[src/rtl/sram_arbiter.sv]
// Two-requester round-robin arbiter in front of a single-port SRAM controller.
// Owns one access at a time: IDLE -> ISSUE -> RELEASE, with a per-access timeout.
module sram_arbiter #(
  parameter int unsigned ADDR_W  = 18,
  parameter int unsigned DATA_W  = 16,
  parameter int unsigned TIMEOUT = 255
) (
  input  logic              clk,
  input  logic              rst,
  input  logic              req0,
  input  logic              req1,
  input  logic              we0,
  input  logic              we1,
  input  logic [ADDR_W-1:0] addr0,
  input  logic [ADDR_W-1:0] addr1,
  input  logic [DATA_W-1:0] wdata0,
  input  logic [DATA_W-1:0] wdata1,
  output logic              gnt0,
  output logic              gnt1,
  output logic              done0,
  output logic              done1,
  output logic              err0,
  output logic              err1,
  output logic [DATA_W-1:0] rdata,
  output logic              mem_read_en,
  output logic              mem_wr_en,
  output logic [ADDR_W-1:0] mem_addr,
  output logic [DATA_W-1:0] mem_wdata,
  input  logic [DATA_W-1:0] mem_rdata,
  input  logic              mem_read_valid,
  input  logic              mem_wr_valid,
  input  logic              mem_read_busy,
  input  logic              mem_wr_busy
);

  localparam int unsigned CNT_W = 8;

  typedef enum logic [1:0] {
    IDLE    = 2'd0,
    ISSUE   = 2'd1,
    RELEASE = 2'd2
  } state_t;

  state_t             state;
  logic               last;
  logic               owner;
  logic               we_q;
  logic [CNT_W-1:0]   cnt;

  logic               mem_idle;
  logic               any_req;
  logic               pick;
  logic               pick_we;
  logic [ADDR_W-1:0]  pick_addr;
  logic [DATA_W-1:0]  pick_wdata;
  logic               hit;
  logic               expire;

  // Winner selection: a lone requester wins, a tie goes to the one not granted last.
  always_comb begin
    mem_idle   = !mem_read_busy && !mem_wr_busy;
    any_req    = req0 || req1;
    pick       = (req0 && req1) ? !last : req1;
    pick_we    = pick ? we1 : we0;
    pick_addr  = pick ? addr1 : addr0;
    pick_wdata = pick ? wdata1 : wdata0;
    hit        = we_q ? mem_wr_valid : mem_read_valid;
    expire     = (cnt == CNT_W'(TIMEOUT - 1));
  end

  always_ff @(posedge clk) begin
    if (rst) begin
      state       <= IDLE;
      last        <= 1'b1;
      owner       <= 1'b0;
      we_q        <= 1'b0;
      cnt         <= '0;
      gnt0        <= 1'b0;
      gnt1        <= 1'b0;
      done0       <= 1'b0;
      done1       <= 1'b0;
      err0        <= 1'b0;
      err1        <= 1'b0;
      mem_read_en <= 1'b0;
      mem_wr_en   <= 1'b0;
      mem_addr    <= '0;
      mem_wdata   <= '0;
      rdata       <= '0;
    end else begin
      done0 <= 1'b0;
      done1 <= 1'b0;
      err0  <= 1'b0;
      err1  <= 1'b0;
      case (state)
        IDLE: begin
          if (any_req && mem_idle) begin
            state       <= ISSUE;
            owner       <= pick;
            last        <= pick;
            gnt0        <= !pick;
            gnt1        <= pick;
            we_q        <= pick_we;
            mem_addr    <= pick_addr;
            mem_wdata   <= pick_wdata;
            mem_read_en <= !pick_we;
            mem_wr_en   <= pick_we;
            cnt         <= '0;
          end
        end
        ISSUE: begin
          // A matching valid on the final allowed cycle still completes normally.
          if (hit || expire) begin
            state       <= RELEASE;
            mem_read_en <= 1'b0;
            mem_wr_en   <= 1'b0;
            if (hit) begin
              done0 <= !owner;
              done1 <= owner;
              if (!we_q) rdata <= mem_rdata;
            end else begin
              err0 <= !owner;
              err1 <= owner;
            end
          end else begin
            cnt <= cnt + CNT_W'(1);
          end
        end
        RELEASE: begin
          if (mem_idle) begin
            state <= IDLE;
            gnt0  <= 1'b0;
            gnt1  <= 1'b0;
          end
        end
        default: state <= IDLE;
      endcase
    end
  end

endmodule

[config.mk]
export PLATFORM = sky130hd
export DESIGN_NAME = sram_arbiter
export DESIGN_NICKNAME = d
export VERILOG_FILES = /design/src/rtl/sram_arbiter.sv
export SDC_FILE = /design/constraint.sdc
export NUM_CORES = 1
export LEC_CHECK = 0
export ABC_AREA = 0
export BUFFER_PORTS_ARGS = -buffer_cell sky130_fd_sc_hd__buf_2
export CORE_UTILIZATION = 49
export CTS_CLUSTER_DIAMETER = 200
export DETAILED_ROUTE_END_ITERATION = 7
export PLACE_DENSITY = 0.95
export SETUP_SLACK_MARGIN = 0.2
export SYNTH_ARGS = -nofsm -noshare
export SYNTH_HDL_FRONTEND = slang
export SYNTH_SLANG_ARGS = --single-unit
[constraint.sdc]
create_clock -name clk -period 3.2 [get_ports clk]
set_input_delay 0.64 -clock clk [delete_from_list [all_inputs] [get_ports clk]]
set_output_delay 0.64 -clock clk [all_outputs]
set_load 0.01 [all_outputs]
==> run summary, run 1 <==
YOSYS
----------------------------------------------------------------------------
Cell area after synthesis                                          2987 um^2
Async set-or-reset flop fraction in the synthesized netlist               0%
Commonest cells in the netlist                                  sky130_fd_sc_hd__dfxtp_1, sky130_fd_sc_hd__nand2_1, sky130_fd_sc_hd__nor2_1
Most frequently used cell type in the post-synthesis netlist    sky130_fd_sc_hd__dfxtp_1
Flops & latches, synth                                                    71
Synthesis Warnings                                                         0
Number of flops mapped to enable cells by yosys                            0
Largest area contributor in the netlist                         sky130_fd_sc_hd__dfxtp_1
Top cells by area in the synthesized netlist                    sky130_fd_sc_hd__dfxtp_1, sky130_fd_sc_hd__mux2i_1, sky130_fd_sc_hd__a211oi_1, sky130_fd_sc_hd__nand2_1, sky130_fd_sc_hd__nor2_1
Mean instance size in the synthesized netlist                     9.078 um^2
Primary flip-flop cell chosen by synthesis mapping              sky130_fd_sc_hd__dfxtp_1
Count of different cell masters after synthesis                           41
Net Count, Synth                                                         425
Area fraction of the dominant cell type after synthesis               47.59%
Register area share after synthesis                                   47.59%
Gate Count Post-Synth                                                    329

CLOCKING
----------------------------------------------------------------------------
Post-CTS setup buffer count                                                0
Clock network latency to the later pin of the worst-skew pair        0.34 ns
TritonCTS Buffers                                                          9
CTS H-Tree Depth                                                           3
Clock root buffer                                               sky130_fd_sc_hd__clkbuf_8
Clock-pin slew on the worst setup and hold paths                     0.07 ns
CTS Hold Bufs                                                              0
TritonCTS clock tree                                                     yes
Resized Gates After CTS                                                    0
Clock sink total                                                          71
CTS Buffer Depth                                                           2

PLACEMENT
----------------------------------------------------------------------------
Pre-CTS setup slack                                                0.9335 ns
Placer's final routability congestion estimate                        0.8815
Cell area reported after detailed placement                        3781 um^2
HPWL after DPL                                                      5.422 mm
Port bufs                                                                151

FINAL LAYOUT
----------------------------------------------------------------------------
Number of nets in the final layout                                       568
Layout cells sized above 1                                            37.53%
ANT cells                                                                  0
Synthesis-to-layout area growth                                       32.13%
Cell area after layout                                             3946 um^2

DIE
----------------------------------------------------------------------------
Num ports                                                                152
Initial cell density of the core                                      50.74%
Die width                                                           80.07 um
Core area                                                          5886 um^2
Height of the chip                                                  80.07 um
Full die area                                                      6411 um^2
Number of rows created at floorplan                                       28

OUTCOME
----------------------------------------------------------------------------
Status                                                             completed

TIMING
----------------------------------------------------------------------------
Worst Clk Skew                                                   0.006586 ns
Actual slew at the worst max-slew pin                              0.6585 ns
Final Worst Setup Slack                                             1.223 ns
Final hold viol count                                                      0
Max-slew violation count                                                   0
Crit share post-route                                                 61.78%
Sum of negative setup slack                                             0 ns
Setup-failing EPs final                                                    0
Min Tclk post-route                                                 1.977 ns
Unrepaired setup endpoints after global routing                           no
Max Clk Rate                                                       505.8 MHz
Relative slew slack                                                   56.00%
Smallest hold slack                                                0.4536 ns

GLOBAL ROUTING
----------------------------------------------------------------------------
Overall Global Routing Usage                                          23.11%
Largest net degree at the start of global routing                         72
Global-route wire length before repair                              11.17 mm
Remaining global-route overflow                                            0
Vias in the first global route                                          2563
Antenna violations before repair                                           0

WORST SETUP PATH
----------------------------------------------------------------------------
Highest-delay cell along the critical path                      sky130_fd_sc_hd__buf_4
CP Data Arrival Time                                                 2.22 ns
Largest driver fanout on the critical path                                71
Startpoint class of the critical path                           primary input
Ordered cell list for the critical path                         buf_2 > or3_4 > nor3_4 > buf_4 > nor2_1 > a211oi_1
Slowest Stage Delay on Critical Path                                 0.53 ns
Critical path class                                                in -> reg
Data required time at the worst endpoint                             3.44 ns
Critical path endpoint category                                    flip-flop

PWR
----------------------------------------------------------------------------
Leakage power                                                       1.796 nW
Maximum ir drop on the vdd rail                                  0.0003097 V
Total chip power                                                    1.833 mW
Power Density                                                   464.4 nW/um^2

ROUTING
----------------------------------------------------------------------------
Count of TritonRoute iterations in the first routing pass                  4
Iteration-0 DRC count of the detailed router                             115
Drt wl/cell                                                         13.30 um
Vias per Instance                                                      5.168
Aggregate routed wire length                                        7.339 mm
Post-DRT Antenna Nets                                                      0
Remaining routing DRC violations                                           0
Total via count in the routed design                                    2853

FLOW RUN
----------------------------------------------------------------------------
Max-cap violation count                                                    0

MIN PATH
----------------------------------------------------------------------------
Hold crit path type                                               reg -> reg

cell families (layout without fill, tap and decap cells):
kind of cell,count (synthesis),after routing,share of synthesized area (%)
DFF,71,71,47.59
adders and majority gates,2,2,0.8377
buffers and inverters,27,175,4.022
muxes,37,37,12.44
and+or+nand+nor,114,114,17.30
AOI/OAI and AO/OA,78,78,17.81
layout by cell type (no fill, tap or decap), types with 2 or more instances in the layout:
cell / Yosys / routed
sky130_fd_sc_hd__clkbuf_8: 0 / 9
sky130_fd_sc_hd__nand3_1: 6 / 6
sky130_fd_sc_hd__mux2i_1: 36 / 36
sky130_fd_sc_hd__clkinv_2: 0 / 3
sky130_fd_sc_hd__o21ai_0: 3 / 3
sky130_fd_sc_hd__o211ai_1: 4 / 4
sky130_fd_sc_hd__a211oi_1: 34 / 34
sky130_fd_sc_hd__a21oi_1: 25 / 25
sky130_fd_sc_hd__dfxtp_1: 71 / 71
sky130_fd_sc_hd__nand2_1: 43 / 43
sky130_fd_sc_hd__nor3_1: 3 / 3
sky130_fd_sc_hd__or2_2: 2 / 2
sky130_fd_sc_hd__and3_1: 4 / 4
sky130_fd_sc_hd__buf_2: 9 / 151
sky130_fd_sc_hd__or3_4: 2 / 2
sky130_fd_sc_hd__clkinvlp_4: 0 / 3
sky130_fd_sc_hd__a31oi_1: 2 / 2
sky130_fd_sc_hd__inv_1: 5 / 5
sky130_fd_sc_hd__nor2_1: 43 / 43
sky130_fd_sc_hd__buf_4: 0 / 2
sky130_fd_sc_hd__ha_1: 2 / 2
stage by stage:
step,instances,util (%)
2_1_floorplan,329,-
3_3_place_gp,536,64.24
3_5_place_dp,536,64.24
4_1_cts,552,67.05
5_1_grt,552,67.05
6_report,552,67.05
power by group:
group / switching, mW / leakage [nW] / internal, mW
Combinational: 0.148 / 1.14 / 0.133
Sequential: 0.0231 / 0.579 / 0.925
Clock: 0.328 / 0.0781 / 0.277
Total: 0.499 / 1.80 / 1.33
area by class of cell:
| cell class | instances | area [um^2] |
|---|---|---|
| clock buffer | 10 | 127.6 |
| tap | 75 | 93.84 |
| clock inverter | 6 | 37.54 |
| inverter | 5 | 18.77 |
| sequential | 71 | 1421 |
| fill | 471 | 1939 |
| timing repair buffer | 154 | 790.8 |
| multi-input combinational | 231 | 1456 |
flip-flops by register name, summed over array words and instances, names as in the netlist, 2 cells and up:
| signal | flops |
|---|---|
| mem_wdata | 16 |
| rdata | 16 |
| state | 2 |
| mem_addr | 18 |
| cnt | 8 |
layer usage:
layer  track usage [%]  vias up  wire, um
met5                 0        -         0
met1             24.66     1277      2998
li1                  -     1450         -
met4             11.61        0       129
met3             6.136       11       474
met2             41.71      115      3737
final timing paths:
| path | start | endpoint | slack [ns] | cells past startpoint |
|---|---|---|---|---|
| max | mem_wr_busy | mem_wdata[6]$_SDFFE_PP0P_ | 1.22 | 6 |
| min | rdata[13]$_SDFFE_PP0P_ | rdata[13]$_SDFFE_PP0P_ | 0.45 | 2 |
| max reg2reg | state[0]$_SDFFE_PP0P_ | mem_wdata[6]$_SDFFE_PP0P_ | 1.27 | 5 |
| min reg2reg | rdata[13]$_SDFFE_PP0P_ | rdata[13]$_SDFFE_PP0P_ | 0.45 | 2 |
critical path, delay by kind of cell:
| family | cells | cell delay [ns] |
|---|---|---|
| AO/OA/AOI/OAI | 1 | 0.28 |
| buffers and inverters | 2 | 0.64 |
| AND/OR/NAND/NOR | 3 | 0.63 |
No activity file was read; power rests on OpenSTA's default activity.
==> run 2, diff against run 1 <==
--- a/config.mk
+++ b/config.mk
@@ -5,12 +5,12 @@
 export SDC_FILE = /design/constraint.sdc
 export NUM_CORES = 1
 export LEC_CHECK = 0
-export ABC_AREA = 0
+export ABC_AREA = 1
 export BUFFER_PORTS_ARGS = -buffer_cell sky130_fd_sc_hd__buf_2
-export CORE_UTILIZATION = 49
+export CORE_UTILIZATION = 42
 export CTS_CLUSTER_DIAMETER = 200
 export DETAILED_ROUTE_END_ITERATION = 7
-export PLACE_DENSITY = 0.95
+export PLACE_DENSITY = 0.88
 export SETUP_SLACK_MARGIN = 0.2
 export SYNTH_ARGS = -nofsm -noshare
 export SYNTH_HDL_FRONTEND = slang
==> constraint.sdc (replaced) <==
create_clock -name clk -period 1.8 [get_ports clk]
set_input_delay 0.36 -clock clk [delete_from_list [all_inputs] [get_ports clk]]
set_output_delay 0.36 -clock clk [all_outputs]
set_load 0.01 [all_outputs]
==> run summary, run 2 <==
WORST SETUP PATH
-------------------------------------------------------------------------------------
CP Data Arrival Time                                                          1.68 ns   was 2.22 ns
Slowest Stage Delay on Critical Path                                          0.40 ns   was 0.53 ns
Critical path endpoint category                                             flip-flop   unchanged
Data required time at the worst endpoint                                      2.02 ns   was 3.44 ns
Highest-delay cell along the critical path                               sky130_fd_sc_hd__dfxtp_1   was sky130_fd_sc_hd__buf_4
Startpoint class of the critical path                                       flip-flop   was primary input
Largest driver fanout on the critical path                                         25   was 71
Ordered cell list for the critical path                                  nor2_1 > nand3_2 > clkinv_1 > buf_12 > nand2_1 > a21oi_1   was buf_2 > or3_4 > nor3_4 > buf_4 > nor2_1 > a211oi_1
Critical path class                                                        reg -> reg   was in -> reg

YOSYS
-------------------------------------------------------------------------------------
Mean instance size in the synthesized netlist                              6.903 um^2   was 9.078 um^2
Synthesis Warnings                                                                  0   unchanged
Register area share after synthesis                                            44.00%   was 47.59%
Count of different cell masters after synthesis                                    28   was 41
Primary flip-flop cell chosen by synthesis mapping                       sky130_fd_sc_hd__dfxtp_1   unchanged
Gate Count Post-Synth                                                             468   was 329
Async set-or-reset flop fraction in the synthesized netlist                        0%   unchanged
Post-Synth Adder-Cell Area                                                    0.7746%   was 0.8379%
Top cells by area in the synthesized netlist                             sky130_fd_sc_hd__dfxtp_1, sky130_fd_sc_hd__nand2_1, sky130_fd_sc_hd__a21oi_1, sky130_fd_sc_hd__inv_1, sky130_fd_sc_hd__a21oi_2   was sky130_fd_sc_hd__dfxtp_1, sky130_fd_sc_hd__mux2i_1, sky130_fd_sc_hd__a211oi_1, sky130_fd_sc_hd__nand2_1, sky130_fd_sc_hd__nor2_1
Most frequently used cell type in the post-synthesis netlist             sky130_fd_sc_hd__nand2_1   was sky130_fd_sc_hd__dfxtp_1
Number of flops mapped to enable cells by yosys                                     0   unchanged
Flops & latches, synth                                                             71   unchanged
Post-Synth XOR/XNOR Area                                                      0.5422%   was 0%
Cell area after synthesis                                                   3231 um^2   was 2987 um^2
Fraction of the mapped netlist area in compound gates                          14.79%   was 17.80%
Post-synthesis mux area share                                                      0%   was 12.44%
Share of synthesized cell area in and, or, nand and nor gates                  30.91%   was 17.30%
Net Count, Synth                                                                  564   was 425
Area fraction of the dominant cell type after synthesis                        44.00%   was 47.59%
Main combinational cell family by area after synthesis                   simple AND/OR/NAND/NOR gates   was compound AO/OA/AOI/OAI gates
Commonest cells in the netlist                                           sky130_fd_sc_hd__nand2_1, sky130_fd_sc_hd__dfxtp_1, sky130_fd_sc_hd__a21oi_1   was sky130_fd_sc_hd__dfxtp_1, sky130_fd_sc_hd__nand2_1, sky130_fd_sc_hd__nor2_1
Largest area contributor in the netlist                                  sky130_fd_sc_hd__dfxtp_1   unchanged

ROUTING
-------------------------------------------------------------------------------------
Iteration-0 DRC count of the detailed router                                      230   was 115
Total via count in the routed design                                             3410   was 2853
Vias per Instance                                                               4.749   was 5.168
Remaining routing DRC violations                                                    0   unchanged
Drt wl/cell                                                                  11.64 um   was 13.30 um
Post-DRT Antenna Nets                                                               0   unchanged
Count of TritonRoute iterations in the first routing pass                           4   unchanged
Aggregate routed wire length                                                 8.356 mm   was 7.339 mm

CLOCKING
-------------------------------------------------------------------------------------
Clock root buffer                                                        sky130_fd_sc_hd__clkbuf_8   unchanged
CTS H-Tree Depth                                                                    3   unchanged
Clock sink total                                                                   71   unchanged
CTS Buffer Depth                                                                    2   unchanged
CTS Hold Bufs                                                                       0   unchanged
TritonCTS Buffers                                                                   9   unchanged
Clock-pin slew on the worst setup and hold paths                              0.07 ns   about the same
Clock network latency to the later pin of the worst-skew pair                 0.33 ns   was 0.34 ns
TritonCTS clock tree                                                              yes   unchanged

FINAL LAYOUT
-------------------------------------------------------------------------------------
Highest-count cells in the layout ignoring fill and taps                 sky130_fd_sc_hd__nand2_1, sky130_fd_sc_hd__buf_2, sky130_fd_sc_hd__dfxtp_1   was sky130_fd_sc_hd__buf_2, sky130_fd_sc_hd__dfxtp_1, sky130_fd_sc_hd__nor2_1, sky130_fd_sc_hd__nand2_1, sky130_fd_sc_hd__mux2i_1
Layout cells sized above 1                                                     33.28%   was 37.53%
Most frequent standard cell in the layout excluding fill and tap cells   sky130_fd_sc_hd__nand2_1   was sky130_fd_sc_hd__buf_2
ANT cells                                                                           0   unchanged
Cell area after layout                                                      4313 um^2   was 3946 um^2
Number of nets in the final layout                                                710   was 568
Fill cells                                                                        706   was 471
Number of flip-flops under the largest register name                               18   unchanged
Top Registers                                                            mem_addr x18, mem_wdata x16, rdata x16   unchanged
Synthesis-to-layout area growth                                                33.50%   was 32.13%
Largest Register                                                             mem_addr   unchanged

DIE
-------------------------------------------------------------------------------------
Core area                                                                   7331 um^2   was 5886 um^2
Num ports                                                                         152   unchanged
Full die area                                                               8047 um^2   was 6411 um^2
Initial cell density of the core                                               44.07%   was 50.74%
Die width                                                                    89.71 um   was 80.07 um
Number of rows created at floorplan                                                31   was 28
Height of the chip                                                           89.71 um   was 80.07 um

TIMING
-------------------------------------------------------------------------------------
Relative slew slack                                                            73.60%   was 56.00%
Actual slew at the worst max-slew pin                                       0.3935 ns   was 0.6585 ns
Unrepaired setup endpoints after global routing                                    no   unchanged
Final Worst Setup Slack                                                     0.3393 ns   was 1.223 ns
Sum of negative setup slack                                                      0 ns   unchanged
Final hold viol count                                                               0   unchanged
Min Tclk post-route                                                          1.461 ns
Max-slew violation count                                                            0   unchanged
Max Clk Rate                                                                684.6 MHz
Crit share post-route                                                          81.15%
Setup-failing EPs final                                                             0   unchanged
Worst Clk Skew                                                            0.004647 ns   was 0.006586 ns

PLACEMENT
-------------------------------------------------------------------------------------
Port bufs                                                                         151   unchanged
Pre-CTS setup slack                                                         0.2646 ns   was 0.9335 ns
Cell area reported after detailed placement                                 4069 um^2   was 3781 um^2
HPWL after DPL                                                               6.215 mm   was 5.422 mm
Placer's final routability congestion estimate                                 0.8417   was 0.8815

PWR
-------------------------------------------------------------------------------------
Leakage power                                                                2.232 nW   was 1.796 nW
Maximum ir drop on the vdd rail                                           0.0005875 V   was 0.0003097 V
Design internal power                                                        2.712 mW   was 1.334 mW
Sequential share of power                                                       45.9%   was 51.7%
Net switching share of the total power                                         25.45%   was 27.21%
Net switching power                                                          925.9 uW   was 498.7 uW
Share of total power in combinational logic                                     14.5%   was 15.3%
Portion of total power attributed to the clock network                          39.6%   was 33.0%
Power Density                                                            843.6 nW/um^2   was 464.4 nW/um^2

GLOBAL ROUTING
-------------------------------------------------------------------------------------
Vias in the first global route                                                   3318   was 2563
Global-route wire length before repair                                       14.22 mm   was 11.17 mm
Overall Global Routing Usage                                                   21.23%   was 23.11%
Largest net degree at the start of global routing                                  47   was 72
Remaining global-route overflow                                                     0   unchanged
Antenna violations before repair                                                    0   unchanged

FLOW RUN
-------------------------------------------------------------------------------------
Max-cap violation count                                                             0   unchanged

MIN PATH
-------------------------------------------------------------------------------------
Hold crit path type                                                         in -> reg   was reg -> reg

OUTCOME
-------------------------------------------------------------------------------------
Status                                                                      completed   unchanged

-- run 2: critical path: cells and delay by family (launching register included) --
family | cells | cell delay, ns
buf+inv | 2 | 0.63
flops | 1 | 0.40
simple gates | 3 | 0.25
compound gates | 1 | 0.07
-- run 2: layout make-up --
class	instances	area (um^2)	share of cell area, %
clock inverters	5	80.08	1.857
repair buffers	159	857.1	19.87
multi-input cells	334	1531	35.51
inverters	39	146.4	3.394
well taps	99	123.9	2.872
flip-flops and latches	71	1423	32.99
clock buffers	11	151.4	3.510
-- run 2: metrics by stage --
step                      total power [mW]  hold WS, ns  utilization (%)  std cells
after floorplan                      2.012       0.4261                -        468
after global placement               2.212       0.4432            55.50        702
after detailed placement             2.232       0.4497            55.50        702
after CTS                            3.676       0.2391            58.66        718
after global routing                 3.817       0.2393            58.83        718
final                                3.638       0.2567            58.83        718
-- run 2: layer usage --
layer | vias up | share of wire [%] | wire length (um) | track usage [%]
li1 | 1743 | - | - | -
met3 | 16 | 5.2 | 438 | 4.484
met5 | - | 0 | 0 | 0
met2 | 116 | 50 | 4216 | 38.85
met4 | 0 | 2.0 | 168 | 9.426
met1 | 1535 | 42 | 3532 | 23.49
-- run 2: worst paths after layout --
kind	cells after the start	end	from	slack, ns
setup / recovery	6	mem_wdata[8]$_SDFFE_PP0P_	state[1]$_SDFFE_PP0P_	0.34
hold / removal	3	rdata[5]$_SDFFE_PP0P_	mem_rdata[5]	0.26
setup reg to reg	6	mem_wdata[8]$_SDFFE_PP0P_	state[1]$_SDFFE_PP0P_	0.34
hold reg to reg	1	cnt[0]$_SDFFE_PP0P_	cnt[0]$_SDFFE_PP0P_	0.45
-- run 2: power by group through the flow --
stage / logic [mW] / registers, mW / clock network [mW]
2_1_floorplan: 0.282 / 1.73 / 0
3_3_place_gp: 0.507 / 1.70 / 0
3_5_place_dp: 0.525 / 1.71 / 0
4_1_cts: 0.527 / 1.67 / 1.48
5_1_grt: 0.594 / 1.68 / 1.54
6_report: 0.527 / 1.67 / 1.44
-- run 2: timing repair --
action / in CTS / in global routing
endpoints found under the setup margin: 0 / 4
buffers inserted: 0 / 0
gates resized for setup: 0 / 3
-- run 2: kinds of logic after synthesis --
kind of cell	after synthesis
buffers and inverters	63
AND/OR/NAND/NOR	248
AO/OA/AOI/OAI	82
flip-flops	71
XOR/XNOR	2
adder cells (fa/ha/maj)	2
==> run 3, diff against run 2 <==
--- a/config.mk
+++ b/config.mk
@@ -7,10 +7,10 @@
 export LEC_CHECK = 0
 export ABC_AREA = 1
 export BUFFER_PORTS_ARGS = -buffer_cell sky130_fd_sc_hd__buf_2
-export CORE_UTILIZATION = 42
+export CORE_UTILIZATION = 46
 export CTS_CLUSTER_DIAMETER = 200
 export DETAILED_ROUTE_END_ITERATION = 7
-export PLACE_DENSITY = 0.88
+export PLACE_DENSITY = 0.91
 export SETUP_SLACK_MARGIN = 0.2
 export SYNTH_ARGS = -nofsm -noshare
 export SYNTH_HDL_FRONTEND = slang
==> constraint.sdc (replaced) <==
create_clock -name clk -period 1.4 [get_ports clk]
set_input_delay 0.28 -clock clk [delete_from_list [all_inputs] [get_ports clk]]
set_output_delay 0.28 -clock clk [all_outputs]
set_load 0.01 [all_outputs]
==> run summary, run 3 (synthesis results as in run 2) <==
OUTCOME
-------------------------------------------------------------------------------------
Status                                                                   finished, violations left   was completed
Failing checks                                                           negative setup slack

GLOBAL ROUTING
-------------------------------------------------------------------------------------
Remaining global-route overflow                                                     0   unchanged
Global-route wire length before repair                                       14.10 mm   was 14.22 mm
Vias in the first global route                                                   3262   was 3318
Largest net degree at the start of global routing                                  37   was 47
Overall Global Routing Usage                                                   24.14%   was 21.23%
Antenna violations before repair                                                    0   unchanged

WORST SETUP PATH
-------------------------------------------------------------------------------------
Data required time at the worst endpoint                                      1.69 ns   was 2.02 ns
Startpoint class of the critical path                                       flip-flop   unchanged
Critical path endpoint category                                             flip-flop   unchanged
Critical path class                                                        reg -> reg   unchanged
CP Data Arrival Time                                                          1.75 ns   was 1.68 ns
Largest driver fanout on the critical path                                          5   was 25

FINAL LAYOUT
-------------------------------------------------------------------------------------
Fill cells                                                                        355   was 706
Layout cells sized above 1                                                     58.30%   was 33.28%
Largest Register                                                             mem_addr   unchanged
Synthesis-to-layout area growth                                                73.24%   was 33.50%
Final Core Density                                                             82.38%   was 58.83%
Area occupied by multi-input gates                                          2205 um^2   was 1531 um^2
Reg area                                                                    1438 um^2   was 1423 um^2
Top Registers                                                            mem_addr x18, mem_wdata x16, rdata x16   unchanged
Number of nets in the final layout                                                748   was 710
Most frequent standard cell in the layout excluding fill and tap cells   sky130_fd_sc_hd__buf_2   was sky130_fd_sc_hd__nand2_1
ANT cells                                                                           0   unchanged
Number of flip-flops under the largest register name                               18   unchanged
Highest-count cells in the layout ignoring fill and taps                 sky130_fd_sc_hd__buf_2, sky130_fd_sc_hd__nand2_1, sky130_fd_sc_hd__dfxtp_1   was sky130_fd_sc_hd__nand2_1, sky130_fd_sc_hd__buf_2, sky130_fd_sc_hd__dfxtp_1

DIE
-------------------------------------------------------------------------------------
Die width                                                                    85.81 um   was 89.71 um
Initial cell density of the core                                               47.55%   was 44.07%
Num ports                                                                         152   unchanged
Core area                                                                   6794 um^2   was 7331 um^2
Full die area                                                               7363 um^2   was 8047 um^2
Height of the chip                                                           85.81 um   was 89.71 um
Number of rows created at floorplan                                                30   was 31

TIMING
-------------------------------------------------------------------------------------
Relative slew slack                                                            69.67%   was 73.60%
Max Clk Rate                                                                685.2 MHz   was 684.6 MHz
Setup-failing EPs final                                                             6   was 0
Actual slew at the worst max-slew pin                                       0.4550 ns   was 0.3935 ns
Final Worst Setup Slack                                                   -0.05949 ns   was 0.3393 ns
Sum of negative setup slack                                                -0.1257 ns   was 0 ns
Smallest hold slack                                                         0.1460 ns   was 0.2567 ns
Worst Clk Skew                                                             0.01712 ns   was 0.004647 ns
Crit share post-route                                                          104.2%   was 81.15%
Unrepaired setup endpoints after global routing                                   yes   was no
Min Tclk post-route                                                          1.459 ns   was 1.461 ns
Max-slew violation count                                                            0   unchanged
Final hold viol count                                                               0   unchanged

PWR
-------------------------------------------------------------------------------------
Sequential share of power                                                       43.6%   was 45.9%
Power Density                                                            892.0 nW/um^2   was 843.6 nW/um^2
Portion of total power attributed to the clock network                          32.0%   was 39.6%
Share of total power in combinational logic                                     24.4%   was 14.5%
Net switching share of the total power                                         33.88%   was 25.45%
Design internal power                                                        3.301 mW   was 2.712 mW
Maximum ir drop on the vdd rail                                           0.0008189 V   was 0.0005875 V
Leakage power                                                                2.757 nW   was 2.232 nW
Net switching power                                                          1.692 mW   was 925.9 uW

ROUTING
-------------------------------------------------------------------------------------
Post-DRT Antenna Nets                                                               0   unchanged
Aggregate routed wire length                                                 14.38 mm   was 8.356 mm
Drt wl/cell                                                                  19.10 um   was 11.64 um
Remaining routing DRC violations                                                    0   unchanged
Vias per Instance                                                               5.584   was 4.749
Total via count in the routed design                                             4205   was 3410
Iteration-0 DRC count of the detailed router                                      372   was 230
Count of TritonRoute iterations in the first routing pass                           5   was 4

PLACEMENT
-------------------------------------------------------------------------------------
HPWL after DPL                                                               5.957 mm   was 6.215 mm
Placer's final routability congestion estimate                                 0.8617   was 0.8417
Port bufs                                                                         151   unchanged
Pre-CTS setup slack                                                       -0.04084 ns   was 0.2646 ns

CLOCKING
-------------------------------------------------------------------------------------
CTS Buffer Depth                                                                    2   unchanged
CTS Hold Bufs                                                                       0   unchanged
Clock sink total                                                                   71   unchanged
TritonCTS clock tree                                                              yes   unchanged
Clock-pin slew on the worst setup and hold paths                              0.09 ns   was 0.07 ns
TritonCTS Buffers                                                                   9   unchanged
CTS H-Tree Depth                                                                    3   unchanged
Clock network latency to the later pin of the worst-skew pair                 0.37 ns   was 0.33 ns
Clock root buffer                                                        sky130_fd_sc_hd__clkbuf_8   unchanged

MIN PATH
-------------------------------------------------------------------------------------
Hold crit path type                                                         in -> reg   unchanged

FLOW RUN
-------------------------------------------------------------------------------------
Max-cap violation count                                                             0   unchanged

## run 3: changes by cell type in the layout (fill, tap and decap cells not counted), sizes merged
cell / change
buf: +28
clkbuf: +7
inv: +1
clkinv: +4
bufinv: -2
## run 3: metrics by stage
| step | cell area (um^2) | instances | power [mW] |
|---|---|---|---|
| after floorplan | 3236 | 468 | 2.589 |
| after CTS | 4452 | 725 | 4.409 |
| after global routing | 5597 | 753 | 5.126 |
| after global placement | 4090 | 700 | 2.854 |
| after detailed placement | 4090 | 700 | 2.872 |
| final | 5597 | 753 | 4.992 |
## run 3: power by group through the flow
stage	sequential (mW)	combinational, mW	clock, mW
floorplan	2.22	0.364	0
global placement	2.19	0.662	0
detailed placement	2.20	0.677	0
CTS	2.15	0.728	1.53
global route	2.18	1.27	1.67
finish	2.18	1.22	1.60
## run 3: final cells by class
cell class,count,area share (%)
Inverter,39,3.152
Clock inverter,7,1.028
Sequential cell,71,25.69
Multi-Input combinational cell,334,39.39
Clock buffer,9,2.213
Tap cell,96,2.146
Timing Repair inverter,1,0.2906
Timing Repair Buffer,196,26.09
## run 3: per-layer routing
metal / global-route usage, % / part of all wire [%]
met3: 4.524 / 9.3
met2: 44.22 / 48
met1: 27.21 / 35
met4: 10.76 / 7.4
met5: 0 / 0
## run 3: critical path, stage by stage (launching register included)
cell                      delay, ns
sky130_fd_sc_hd__dfxtp_2       0.35
sky130_fd_sc_hd__inv_2         0.09
sky130_fd_sc_hd__ha_4          0.13
sky130_fd_sc_hd__inv_2         0.04
sky130_fd_sc_hd__nor2_2        0.11
sky130_fd_sc_hd__nand2_2       0.11
sky130_fd_sc_hd__nand3_4       0.14
sky130_fd_sc_hd__nand3_2       0.15
sky130_fd_sc_hd__inv_2         0.11
sky130_fd_sc_hd__nand2_1       0.06
sky130_fd_sc_hd__nand2_1       0.11
## run 3: final timing paths
| kind | end | slack, ns | cells past startpoint | startpoint |
|---|---|---|---|---|
| setup / recovery | cnt[6]$_SDFFE_PP0P_ | -0.06 | 10 | cnt[0]$_SDFFE_PP0P_ |
| hold / removal | rdata[0]$_SDFFE_PP0P_ | 0.15 | 3 | mem_rdata[0] |
| setup reg to reg | cnt[6]$_SDFFE_PP0P_ | -0.06 | 10 | cnt[0]$_SDFFE_PP0P_ |
| hold reg to reg | mem_addr[17]$_SDFFE_PP0P_ | 0.46 | 2 | mem_addr[17]$_SDFFE_PP0P_ |
## run 3: timing repair
action | 4_1_cts | 5_1_grt
endpoints found under the setup margin | 70 | 71
pin swaps | 3 | 75
gates cloned | 3 | 14
gates resized for setup | 17 | 206
setup buffers | 6 | 14
